==> src/rtl/verificador_tiros_pkg.sv <==
// Shared definitions for the shot checker: board geometry and game state encodings.
package verificador_tiros_pkg;
  localparam int NUM_LINHAS  = 5;
  localparam int NUM_COLUNAS = 7;
  localparam int NUM_CELULAS = NUM_LINHAS * NUM_COLUNAS;

  typedef enum logic [1:0] {
    INATIVO = 2'd0,
    JOGANDO = 2'd1,
    VITORIA = 2'd2,
    DERROTA = 2'd3
  } estado_t;

  typedef logic [NUM_CELULAS-1:0] grade_t;

  // Flattened cell index: row-major, column 0 in the LSB of each row.
  function automatic logic [5:0] indice(input logic [2:0] linha, input logic [2:0] coluna);
    return ({3'b000, linha} * 6'd7) + {3'b000, coluna};
  endfunction
endpackage

==> src/rtl/verificador_tiros_detector_borda.sv <==
// Rising-edge detector: one-cycle pulse when the input is high now and was low last cycle.
module detector_borda (
  input  logic clk,
  input  logic reset,
  input  logic sinal,
  output logic subida
);
  logic ant_d;
  logic ant_q;

  always_comb ant_d = sinal;

  always_ff @(posedge clk or posedge reset) begin
    if (reset) ant_q <= 1'b0;
    else       ant_q <= ant_d;
  end

  assign subida = sinal & ~ant_q;
endmodule

==> src/rtl/verificador_tiros.sv <==
// Battleship shot checker: latches the ship map at game start, scores each fire-button edge
// with a one-cycle result pulse, tracks shots left and ends the game in victory or defeat.
module verificador_tiros
  import verificador_tiros_pkg::*;
#(
  parameter int MAX_TIROS = 15
) (
  input  logic       clk,
  input  logic       reset,
  input  logic       enable,
  input  logic [6:0] mapa0,
  input  logic [6:0] mapa1,
  input  logic [6:0] mapa2,
  input  logic [6:0] mapa3,
  input  logic [6:0] mapa4,
  input  logic [2:0] linha,
  input  logic [2:0] coluna,
  input  logic       atirar,
  output logic [6:0] acertos0,
  output logic [6:0] acertos1,
  output logic [6:0] acertos2,
  output logic [6:0] acertos3,
  output logic [6:0] acertos4,
  output logic [6:0] tiros0,
  output logic [6:0] tiros1,
  output logic [6:0] tiros2,
  output logic [6:0] tiros3,
  output logic [6:0] tiros4,
  output logic [4:0] tiros_restantes,
  output logic       acerto,
  output logic       erro,
  output logic       repetido,
  output logic       invalido,
  output logic       vitoria,
  output logic       derrota
);
  logic   enable_sobe;
  logic   tiro_sobe;
  grade_t mapa_in;
  logic [5:0] pos;

  estado_t    estado_d, estado_q;
  grade_t     mapa_d, mapa_q;
  grade_t     acertos_d, acertos_q;
  grade_t     tiros_d, tiros_q;
  logic [4:0] restantes_d, restantes_q;
  logic       acerto_d, acerto_q;
  logic       erro_d, erro_q;
  logic       repetido_d, repetido_q;
  logic       invalido_d, invalido_q;

  detector_borda u_borda_enable (.clk(clk), .reset(reset), .sinal(enable), .subida(enable_sobe));
  detector_borda u_borda_atirar (.clk(clk), .reset(reset), .sinal(atirar), .subida(tiro_sobe));

  assign mapa_in = {mapa4, mapa3, mapa2, mapa1, mapa0};
  assign pos     = indice(linha, coluna);

  always_comb begin
    estado_d    = estado_q;
    mapa_d      = mapa_q;
    acertos_d   = acertos_q;
    tiros_d     = tiros_q;
    restantes_d = restantes_q;
    acerto_d    = 1'b0;
    erro_d      = 1'b0;
    repetido_d  = 1'b0;
    invalido_d  = 1'b0;

    // Dropping enable ends any game; the board outputs keep their last values.
    if (!enable) begin
      estado_d = INATIVO;
    end else begin
      case (estado_q)
        INATIVO: begin
          if (enable_sobe) begin
            mapa_d      = mapa_in;
            acertos_d   = '0;
            tiros_d     = '0;
            restantes_d = 5'(MAX_TIROS);
            estado_d    = (mapa_in == '0) ? VITORIA : JOGANDO;
          end
        end
        JOGANDO: begin
          if (tiro_sobe) begin
            if (linha > 3'd4 || coluna > 3'd6) begin
              invalido_d = 1'b1;
            end else if (tiros_q[pos]) begin
              repetido_d = 1'b1;
            end else begin
              tiros_d[pos] = 1'b1;
              restantes_d  = restantes_q - 5'd1;
              if (mapa_q[pos]) begin
                acertos_d[pos] = 1'b1;
                acerto_d       = 1'b1;
              end else begin
                erro_d = 1'b1;
              end
              // Sinking the last ship wins even if it was the last shot.
              if (acertos_d == mapa_q)   estado_d = VITORIA;
              else if (restantes_d == '0) estado_d = DERROTA;
            end
          end
        end
        default: ;
      endcase
    end
  end

  always_ff @(posedge clk or posedge reset) begin
    if (reset) begin
      estado_q    <= INATIVO;
      mapa_q      <= '0;
      acertos_q   <= '0;
      tiros_q     <= '0;
      restantes_q <= '0;
      acerto_q    <= 1'b0;
      erro_q      <= 1'b0;
      repetido_q  <= 1'b0;
      invalido_q  <= 1'b0;
    end else begin
      estado_q    <= estado_d;
      mapa_q      <= mapa_d;
      acertos_q   <= acertos_d;
      tiros_q     <= tiros_d;
      restantes_q <= restantes_d;
      acerto_q    <= acerto_d;
      erro_q      <= erro_d;
      repetido_q  <= repetido_d;
      invalido_q  <= invalido_d;
    end
  end

  assign acertos0 = acertos_q[6:0];
  assign acertos1 = acertos_q[13:7];
  assign acertos2 = acertos_q[20:14];
  assign acertos3 = acertos_q[27:21];
  assign acertos4 = acertos_q[34:28];
  assign tiros0   = tiros_q[6:0];
  assign tiros1   = tiros_q[13:7];
  assign tiros2   = tiros_q[20:14];
  assign tiros3   = tiros_q[27:21];
  assign tiros4   = tiros_q[34:28];

  assign tiros_restantes = restantes_q;
  assign acerto          = acerto_q;
  assign erro            = erro_q;
  assign repetido        = repetido_q;
  assign invalido        = invalido_q;
  assign vitoria         = (estado_q == VITORIA);
  assign derrota         = (estado_q == DERROTA);
endmodule
==> config.mk <==
export PLATFORM = sky130hd
export DESIGN_NAME = verificador_tiros
export DESIGN_NICKNAME = d
export VERILOG_FILES = /design/src/rtl/verificador_tiros_pkg.sv /design/src/rtl/verificador_tiros_detector_borda.sv /design/src/rtl/verificador_tiros.sv
export SDC_FILE = /design/constraint.sdc
export NUM_CORES = 1
export LEC_CHECK = 0
export BUFFER_PORTS_ARGS = -buffer_cell sky130_fd_sc_hd__buf_4
export CAP_MARGIN = 20
export CORE_UTILIZATION = 40
export DETAILED_ROUTE_END_ITERATION = 8
export PLACE_DENSITY = 0.73
export SETUP_SLACK_MARGIN = 0.02
export SYNTH_ARGS = -nofsm -noshare
export SYNTH_HDL_FRONTEND = slang
export SYNTH_SLANG_ARGS = --single-unit
==> constraint.sdc <==
create_clock -name clk -period 9.1 [get_ports clk]
set_input_delay 0.91 -clock clk [delete_from_list [all_inputs] [get_ports clk]]
set_output_delay 0.91 -clock clk [all_outputs]
set_load 0.05 [all_outputs]
==> flow_metrics.py <==
metrics = {
    "logic_synthesis": {
        "syn_area_um2": 6700,
        "synth_enable_flop_cells": 0,
        "synth_nets": 791,
        "ys_types": 71,
        "syn_inst": 729,
        "synth_area_per_cell_um2": 9.18,
        "yosysWarnings": 0,
        "synth_top_area_cell": "dfrtp_1",
        "seq_area_frac_synth_pct": 44.1,
        "ys_ff_latch": 118,
        "synth_ff_type": "dfrtp_1",
        "synth_top_area_share_pct": 44.1,
        "async_flop_share_pct": 100,
        "yosys-top-cells-area": "dfrtp_1 (44%), nand2_1 (6.2%), a22o_1 (4.2%)",
    },
    "sta": {
        "rsz0062_at_grt": "no",
        "min_period_over_period_pct": 57.4,
        "fin_hold_ws_ns": 0.506,
        "fmax_mhz": 191,
        "setup_viol": 0,
        "layout_min_cycle_time_ns": 5.22,
        "timing.slew.headroom_pct": 29.5,
        "worst_pin_slew_ns": 1.05,
        "fin_setup_tns_ns": 0,
        "timing_hold_violations_final": 0,
        "skew_ns": 0.0157,
        "slew_viol_final": 0,
    },
    "worst_setup_path": {
        "path_common_cell": "fa_1",
        "path_buf_inv": 2,
        "worstPathArrival_ns": 5.54,
        "start_kind": "primary input",
        "endpoint_kind": "flip-flop",
        "setup.worst_path.class": "primary input to flip-flop",
        "worstPathRequired_ns": 9.42,
        "slowest_delay_ns": 0.65,
        "crit_family": "adder cells",
        "crit_chain": "buf_4 -> fa_1 -> fa_1 -> fa_1 -> buf_4 -> mux4_2 -> mux2_2 -> a21o_1 -> mux2i_2 -> nor3_2 -> nand2b_4 -> or4_1 -> o31ai_1",
        "path_max_fanout": 36,
        "slowest_stage": "or4_1",
    },
    "detailed_routing": {
        "top_layer_used": "met4",
        "wl_met3_um": 1850,
        "drt_first_pass_iters": 5,
        "drt.antenna.violating_nets": 0,
        "routed-wl-met2_um": 10300,
        "vias": 6311,
        "wl_met1_um": 9790,
        "routed_wl_um": 22700,
        "drc": 0,
        "drt_iter0_drc": 651,
        "vias_per_cell": 5.88,
        "drt-wirelength-per-cell_um": 21.2,
    },
    "global_routing": {
        "grt_pass1_wl_um": 35000,
        "grt_use_total_pct": 26.6,
        "grt_pass1_vias": 5984,
        "antenna_found_initial": 0,
        "grt_max_degree": 103,
        "gr-total-overflow": 0,
    },
    "floorplan": {
        "die_area_um2": 17300,
        "dieWidth_um": 131,
        "rows": 46,
        "core_area_um2": 16100,
        "io-pin-count": 126,
        "die_y_um": 131,
        "start_util_pct": 41.5,
    },
    "cts": {
        "postCtsSetupBuffers": 0,
        "cts_buffers": 17,
        "clk_latency_ns": 0.42,
        "cts_resized": 0,
        "clock_path_buffers": 2,
        "htree_num_levels": 4,
        "cts_hold_buf": 0,
        "clkTransAtPathRegs_ns": 0.06,
        "cts_tree": "built",
        "cts.sinks": 118,
        "cts-root-buf": "clkbuf_16",
    },
    "flow_run": {
        "maxCapViolCount": 0,
    },
    "power_and_ir_drop": {
        "p_per_area_nw_per_um2": 205,
        "power_leakage_uw": 0.00399,
        "ir_drop_mv": 0.136,
        "power.total_uw": 1720,
    },
    "placed_design": {
        "port_buffers": 125,
        "dp_hpwl_um": 16900,
        "place_congestion": 1.02,
    },
    "outcome": {
        "outcome": "complete, no violations",
    },
    "cells_and_area": {
        "drive_gt1_share_pct": 22.1,
        "area_growth_pct": 25.5,
        "n_antenna_cell": 0,
        "n_fill_cell": 1550,
        "fin_nets": 908,
    },
    "worst_hold_path": {
        "hold_class": "flip-flop to flip-flop",
    },
}
## layout by cell type, fill, tap and decap left out, types with 5 or more instances in the layout
cell type	n
a21oi_1	39
a22o_1	32
a22oi_1	6
a31oi_1	8
buf_4	132
clkbuf_16	17
clkbuf_8	6
dfrtp_1	118
ha_1	13
inv_1	35
mux2i_1	13
mux4_2	5
nand2_1	111
nand2b_1	15
nand3_1	12
nand3b_1	5
nand4_1	6
nor2_1	62
nor2b_1	38
nor3_1	11
nor4_1	17
o21ai_0	25
o21ai_1	10
o22ai_1	14
o31ai_1	6
## flip-flops by register name, summed over array words and instances, names as in the netlist
register,flops
acerto,1
acertos_q,35
erro,1
estado_q,2
invalido,1
mapa_q,35
repetido,1
tiros_q,35
tiros_restantes,5
u_borda_atirar.ant_q,1
u_borda_enable.ant_q,1
## synthesized netlist by cell type (all sizes together), types with 5 or more instances
library cell	number
mux2i	14
inv	37
a22o	32
nand2	111
o21ai	35
nand3	12
mux2	8
nand4	6
nor2	62
mux4	5
a21oi	40
buf	13
ha	13
nor3	15
nor2b	38
nor4	19
dfrtp	118
clkbuf	21
a22oi	6
a31oi	8
nand3b	5
nand2b	16
o31ai	10
o22ai	14
## power by group
| part | leakage (uW) | internal, uW | total [uW] | switching [uW] |
|---|---|---|---|---|
| Combinational | 0.00213 | 151 | 447 | 297 |
| Sequential | 0.00157 | 557 | 597 | 39.5 |
| Clock | 0.000297 | 443 | 677 | 234 |
| Total | 0.00399 | 1150 | 1720 | 570 |
## cell families after synthesis
logic type / synth area share, %
and+or+nand+nor: 22.9
muxes: 5.18
AOI/OAI and AO/OA: 18.9
buffers and inverters: 4.50
adders and majority gates: 3.63
DFF: 44.1
xor gates and xnor gates: 0.785
## metrics by stage
stage,cell area (um^2),worst slack [ns],util [%],cells
2_1_floorplan,6700,4.29,-,729
3_3_place_gp,7800,3.53,48.4,1043
3_5_place_dp,7800,3.47,48.4,1043
4_1_cts,8410,3.89,52.2,1074
5_1_grt,8410,3.71,52.2,1074
6_report,8410,3.88,52.2,1074
## area by class of cell
class	instances	area, um^2	area share, %
clock buffer	23	508	6.04
clock inverter	8	95.1	1.13
inverter	37	141	1.68
multi-input combinational	540	3450	41.0
sequential	118	2950	35.1
tap	216	270	3.22
timing repair buffer	132	991	11.8
## metal layers
metal	up-vias	global-route usage, %
li1	2853	-
met1	3054	36.7
met2	349	40.1
met3	55	5.98
met4	0	11.2
met5	-	0
## path summary, 6_finish.rpt
| check | startpoint | depth (start not counted) | slack (ns) | end |
|---|---|---|---|---|
| worst max-delay path | linha[0] | 13 | 3.88 | acertos_q[18] |
| worst min-delay path | tiros_restantes[4] | 1 | 0.51 | tiros_restantes[4] |
| worst max register to register | tiros_q[7] | 8 | 6.17 | acertos_q[18] |
| worst min register to register | tiros_restantes[4] | 1 | 0.51 | tiros_restantes[4] |
| max in group asynchronous | reset | 3 | 7.23 | tiros_q[1] |
| min in group asynchronous | reset | 2 | 0.60 | mapa_q[30] |
Power figures use the tool's default switching activity.
